==> src/rtl/mem_arbiter.sv <==
// mem_arbiter
//   Two-port arbiter and sequencer in front of a small DFF register bank that
//   lives inside this block; it is the only path into that bank. Each port
//   issues one read or one write per req/gnt handshake. Reads return on a
//   per-port rvalid/rdata pair.
//
//   Build option:
//     ARB_ROUND_ROBIN_EN defined   -> round-robin tie-break (the port not
//                                     granted last wins a tie)
//     ARB_ROUND_ROBIN_EN undefined -> fixed priority, port 0 wins a tie
//
//   Ports:
//     clk            clock, rising edge
//     rst            synchronous, active-high reset
//     reqN           port N request, held until gntN is seen
//     weN            port N op select: 1 = write, 0 = read
//     addrN          port N word address
//     wdataN         port N write data
//     gntN           port N granted (1-cycle pulse, in the access cycle)
//     rvalidN        port N read data valid (1-cycle pulse)
//     rdataN         port N read data, held until the next read on that port
//     busy           high whenever the sequencer is not idle
module mem_arbiter #(
    parameter int WIDTH  = 8,
    parameter int ADDR_W = 2
) (
    input  logic              clk,
    input  logic              rst,
    input  logic              req0,
    input  logic              we0,
    input  logic [ADDR_W-1:0] addr0,
    input  logic [WIDTH-1:0]  wdata0,
    output logic              gnt0,
    output logic              rvalid0,
    output logic [WIDTH-1:0]  rdata0,
    input  logic              req1,
    input  logic              we1,
    input  logic [ADDR_W-1:0] addr1,
    input  logic [WIDTH-1:0]  wdata1,
    output logic              gnt1,
    output logic              rvalid1,
    output logic [WIDTH-1:0]  rdata1,
    output logic              busy
);

    localparam int DEPTH = 2 ** ADDR_W;

    typedef enum logic [1:0] {
        IDLE = 2'd0,
        BUSY = 2'd1,
        DONE = 2'd2
    } state_t;

    state_t            state, state_nx;
    logic [WIDTH-1:0]  mem [DEPTH];

    // Latched command of the current winner
    logic              win;
    logic              op_we;
    logic [ADDR_W-1:0] op_addr;
    logic [WIDTH-1:0]  op_wdata;

    logic              any_req;
    logic              arb_en;
    logic              pick;

    assign any_req = req0 | req1;
    assign arb_en  = (state == IDLE) || (state == DONE);

`ifdef ARB_ROUND_ROBIN_EN
    // Port granted most recently; reset to 1 so port 0 wins the first tie
    logic last;

    always_comb begin
        if (req0 && req1) pick = ~last;
        else              pick = ~req0;
    end
`else
    always_comb begin
        pick = ~req0;
    end
`endif

    always_comb begin
        state_nx = state;
        case (state)
            IDLE, DONE: state_nx = any_req ? BUSY : IDLE;
            BUSY:       state_nx = DONE;
            default:    state_nx = IDLE;
        endcase
    end

    always_comb begin
        gnt0    = 1'b0;
        gnt1    = 1'b0;
        rvalid0 = 1'b0;
        rvalid1 = 1'b0;
        if (state == BUSY) begin
            gnt0 = ~win;
            gnt1 = win;
        end
        if (state == DONE && !op_we) begin
            rvalid0 = ~win;
            rvalid1 = win;
        end
    end

    assign busy = (state != IDLE);

    always_ff @(posedge clk) begin
        if (rst) begin
            state    <= IDLE;
            win      <= 1'b0;
            op_we    <= 1'b0;
            op_addr  <= '0;
            op_wdata <= '0;
            rdata0   <= '0;
            rdata1   <= '0;
`ifdef ARB_ROUND_ROBIN_EN
            last     <= 1'b1;
`endif
            for (int unsigned i = 0; i < DEPTH; i++) begin
                mem[i] <= '0;
            end
        end else begin
            state <= state_nx;

            if (arb_en && any_req) begin
                win      <= pick;
                op_we    <= pick ? we1    : we0;
                op_addr  <= pick ? addr1  : addr0;
                op_wdata <= pick ? wdata1 : wdata0;
`ifdef ARB_ROUND_ROBIN_EN
                last     <= pick;
`endif
            end

            // Access happens at the end of the grant cycle
            if (state == BUSY) begin
                if (op_we) begin
                    mem[op_addr] <= op_wdata;
                end else if (win) begin
                    rdata1 <= mem[op_addr];
                end else begin
                    rdata0 <= mem[op_addr];
                end
            end
        end
    end

endmodule
==> config.mk <==
export PLATFORM = sky130hd
export DESIGN_NAME = mem_arbiter
export DESIGN_NICKNAME = d
export VERILOG_FILES = /design/src/rtl/mem_arbiter.sv
export SDC_FILE = /design/constraint.sdc
export NUM_CORES = 1
export LEC_CHECK = 0
export ABC_CLOCK_PERIOD_IN_PS = 4400
export CAP_MARGIN = 5
export CORE_MARGIN = 5
export CORE_UTILIZATION = 45
export DETAILED_ROUTE_END_ITERATION = 16
export PLACE_DENSITY = 0.7
export SYNTH_ARGS = -nofsm -noshare
export SYNTH_HDL_FRONTEND = slang
export SYNTH_SLANG_ARGS = --single-unit
==> constraint.sdc <==
create_clock -name clk -period 4.4 [get_ports clk]
set_clock_uncertainty 0.05 [all_clocks]
set_input_delay 0.88 -clock clk [delete_from_list [all_inputs] [get_ports clk]]
set_output_delay 0.88 -clock clk [all_outputs]
set_load 0.05 [all_outputs]
======== Word level (Yosys, flattened, before mapping) ========
Memories as Yosys holds them, arrays and structs flattened. A register that Yosys moved wholly into a read port is not among the register bits.
Cells that the tools add are included.
operators by class
  add/sub/neg operators ................... 0
  multipliers ............................. 0
  divide/modulo/power cells ............... 0
  order comparisons ....................... 0
  equality and inequality tests ........... 2
  shift-type cells ........................ 0
  multiplexer cells ....................... 20
  bitwise gates (word level) .............. 4
  reductions and logical operators ........ 10
operator list
  operator                                                                number
  8-bit 2-to-1 mux                                                        2
  1-bit 2-to-1 mux                                                        13
  2-bit 2-to-1 mux                                                        4
  8-bit OR reduction                                                      1
  3-bit AND reduction                                                     2
  2-bit one-hot mux with 2 select lines                                   1
  1-bit inverter                                                          3
  2-bit by 1-bit equality test with 1-bit output (second input constant)  1
  2-bit equality test (second input constant)                             1
  1-bit logical AND                                                       2
  2-bit zero test                                                         1
  2-bit nonzero test                                                      1
  2-bit OR reduction                                                      1
  1-bit zero test                                                         1
  1-bit logical OR                                                        1
  1-bit OR                                                                1
word-level totals
  register bits ........................... 30
  bits in latches ......................... 0
  bits in writable memories ............... 32
  bits in read-only memories .............. 0
  input bits .............................. 26
  output and inout port bits .............. 21
  word-level logic and storage cells ...... 44
  memories ................................ 1
memory list
  memory  words  bits a word  read ports  clocked after Yosys merged registers in  write ports  line  source
  mem     4      8            1           1                                        4            55    logic [WIDTH-1:0] mem [DEPTH];

======== Depth between registers and ports, before layout ========
  word-level depth ........................ 6
  mapped depth ............................ 5
  depth with buffers taken out ............ 3

======== Worst setup path after synthesis ========
OpenSTA, ideal clock, no wires.
  path kind ............................... reg2out
  start point ............................. register op_we
  end point ............................... output port rvalid1
  arrival time ............................ 1.690 ns
  data required time ...................... 3.470 ns
  path slack .............................. 1.780 ns
  stages on the path, launching flop included .. 3
  path buffers ............................ 1
  cell sequence ........................... dfxtp_1 -> clkbuf_1 -> nor3b_1
between the ends
  longest elaborated chain between the ends .. 3
ends and longest elaborated chain
  item                      line  source
  start: declaration        59    logic op_we;
  start signal: assignment  130   op_we <= pick ? we1 : we0;
  1-bit zero test           102   if (state == DONE && !op_we) begin
  1-bit logical AND         102
  1-bit 2-to-1 mux          102
  end: declaration          41    output logic rvalid1,
Every way passes these cells.

======== Worst setup path after layout ========
  start point ............................. register state[0]
  end point ............................... output port gnt1
between the ends
  longest elaborated chain between the ends .. 2
ends and longest elaborated chain
  item                                            line  source
  start: declaration                              54    state_t state, state_nx;
  start signal: assignment                        126   state <= state_nx;
  2-bit by 1-bit equality test with 1-bit output  98    if (state == BUSY) begin
  1-bit 2-to-1 mux                                98
  end: declaration                                40    output logic gnt1,
Every way passes these cells.

==> impl_metrics.yaml <==
place:
  hpwlAfterDp_mm: 3.80
  io_buffers: 46
  gp_congestion: 0.803
  dpl_worst_slack_ps: 1410
critical_path:
  crit_slowest_cell: "clkdlybuf4s50_1"
  criticalPathCategory: "flop to output port"
  path_delay_family: "buffers and inverters"
  cpPeakStageDelay_ps: 800
  crit_fanout: 5
  crit_path_end_kind: "output port"
  arrival_ps: 1970
  cp.required_ps: 3470
  path_buf_inv: 1
  crit_chain: "nor2b_2 > and2_1 > clkdlybuf4s50_1"
  startpoint_type: "flop"
synth:
  synth_cells: 193
  yosys_warnings: 0
  ys_seq_area_share_pct: 60.2
  syn_nets: 219
  synth_cell_types: 37
  netlist_area_um2: 2660
  synth.avg_cell_area_um2: 13.8
  synth_seq_cells: 64
cts:
  ctsHoldBuffers: 0
  cts_max_level: 3
  cts_tree: "done"
  cts_resized: 0
  cts_buffer_depth: 2
  clk_latency_ps: 340
  clkSlewWorstSetupHoldPaths_ps: 70
  cts_root_buf: "clkbuf_8"
  cts_sinks: 64
  cts_buffers: 9
  cts_setup_buffers: 0
power:
  power_switching_mw: 0.313
  p_leak_nw: 1.24
  power_frac_seq_pct: 55.5
  pwr_density_cell_nw_per_um2: 375
  intPower_mw: 0.927
  sw_frac_of_total_pct: 25.3
  combPwrFrac_pct: 11.6
  power.share.clock_pct: 32.9
  irDropWorstVdd_mv: 0.178
grt:
  grtUsageTotal_pct: 14.5
  antenna_found_initial: 0
  grt_pass1_wl_mm: 8.05
  first_global_vias: 1572
  grt_max_degree: 24
  grt-ovfl-total: 0
route:
  viasPerCell: 5.12
  wirelength_mm: 5.09
  drc_errors: 0
  vias: 1629
  wire_per_inst_um: 16.0
  ant_nets: 0
  dr.pass1.iters: 4
  dr.first_iter.drc_count: 68
cells_and_area:
  fin_nets: 264
  area_delta_synth_final_pct: 24.3
  drive_gt1_share_pct: 17.3
  antenna_cells: 0
worst_hold_path:
  hp-class: "flop to flop"
timing:
  fmax_mhz: 345
  relSlewSlack_pct: 44.4
  setup_slack_ps: 1500
  min_period_ps: 2900
  period_share_pct: 65.9
  rsz0062_at_grt: "no"
  hold_viol: 0
  tns_ps: 0
  report.final.slew_viol_count: 0
  setup_violations: 0
  tightest_slew_ps: 832
die:
  start_util_pct: 45.5
  die_w_um: 86.9
  rows: 28
  io_pins: 47
  chipHeight_um: 86.9
  core_um2: 5850
  die-area_um2: 7550
run:
  maxCapViolations: 0
run_status:
  status: "finished clean"
## state kept, by name, indices dropped and copies added, names as in the netlist, named ones only
register / flops
mem: 32
op_wdata: 8
rdata0: 8
rdata1: 8
op_addr: 2
state: 2
op_we: 1
win: 1
## stage by stage
stage	cell area (um^2)	power [mW]	utilization, %	hold WS, ps	cells
floorplan	2660	0.791	-	448	193
global placement	3150	0.843	53.8	411	302
detailed placement	3150	0.847	53.8	413	302
CTS	3310	1.25	56.5	433	318
global route	3310	1.29	56.5	441	318
finish	3310	1.24	56.5	429	318
## logic make-up after synthesis
kind of cell	share of synthesized area (%)
buffers and inverters	3.06
and+or+nand+nor	15.1
muxes	10.9
DFF	60.2
AOI/OAI and AO/OA	10.7
## final cells by class
cell class                 count  area (um^2)
clock buffer                  12          135
tap                           75         93.8
clock inverter                 4         22.5
inverter                       2         7.51
fill                         489         2540
sequential                    64         1600
multi-input combinational    114          977
timing repair buffer          47          468
## cells in the mapped netlist
library cell	count	area, um^2
dfxtp_1	32	641
edfxtp_1	32	961
and2_1	25	156
a22o_1	16	140
a211oi_1	12	90.1
nor2_1	12	45.0
mux2i_1	11	110
and3_2	8	60.1
mux4_2	8	180
buf_2	4	20.0
buf_1	3	11.3
buf_6	2	22.5
clkbuf_1	2	7.51
nor3_1	2	10.0
or2_2	2	12.5
a21oi_1	1	5.00
a21oi_2	1	8.76
a31oi_2	1	12.5
a41o_1	1	10.0
and2_2	1	7.51
and3_1	1	6.26
and4b_2	1	11.3
and4b_4	1	13.8
buf_4	1	7.51
clkbuf_2	1	5.00
inv_1	1	3.75
inv_2	1	3.75
nand2_1	1	3.75
nand3_1	1	5.00
nor2b_1	1	6.26
nor2b_2	1	8.76
nor3b_1	1	7.51
nor3b_4	1	18.8
nor4b_4	1	23.8
o21ba_2	1	10.0
o21bai_1	1	7.51
or2_1	1	6.26
## layout by cell type, fill, tap and decap left out
master	n
and3_1	1
nand3_1	1
a21oi_1	1
clkdlybuf4s50_1	46
or2_2	2
and4b_4	1
or2_1	1
a211oi_1	12
edfxtp_1	32
clkinvlp_4	1
and4b_2	1
and2_1	25
nor2b_2	1
nor3_1	2
and2_2	1
nor2b_1	1
inv_2	1
clkinv_2	3
a41o_1	1
a22o_1	16
nor4b_4	1
and3_2	8
o21bai_1	1
a31oi_2	1
nor3b_1	1
a21oi_2	1
inv_1	1
nand2_1	1
mux4_2	8
buf_4	1
dfxtp_1	32
clkbuf_8	9
nor2_1	12
o21ba_2	1
clkbuf_1	3
mux2i_1	11
nor3b_4	1
## worst paths after layout
| path | startpoint | endpoint | slack (ps) | cells past startpoint |
|---|---|---|---|---|
| setup / recovery | state[0] | gnt1 | 1500 | 3 |
| hold / removal | rdata1[2] | rdata1[2] | 430 | 1 |
| setup reg to reg | state[0] | mem[0][4] | 2510 | 3 |
| hold reg to reg | rdata1[2] | rdata1[2] | 430 | 1 |
## power by group through the flow
stage / clock (mW) / combinational [mW] / sequential (mW)
4_1_cts: 0.418 / 0.145 / 0.689
2_1_floorplan: 0 / 0.0910 / 0.700
5_1_grt: 0.440 / 0.154 / 0.693
6_report: 0.408 / 0.144 / 0.688
3_3_place_gp: 0 / 0.142 / 0.701
3_5_place_dp: 0 / 0.145 / 0.702
## metal layers
metal	global-route usage, %	routed length [um]
met5	0	0
met4	8.50	115
met3	2.93	237
met2	23.3	2400
met1	18.0	2340
(Power assumes the default switching activity.)
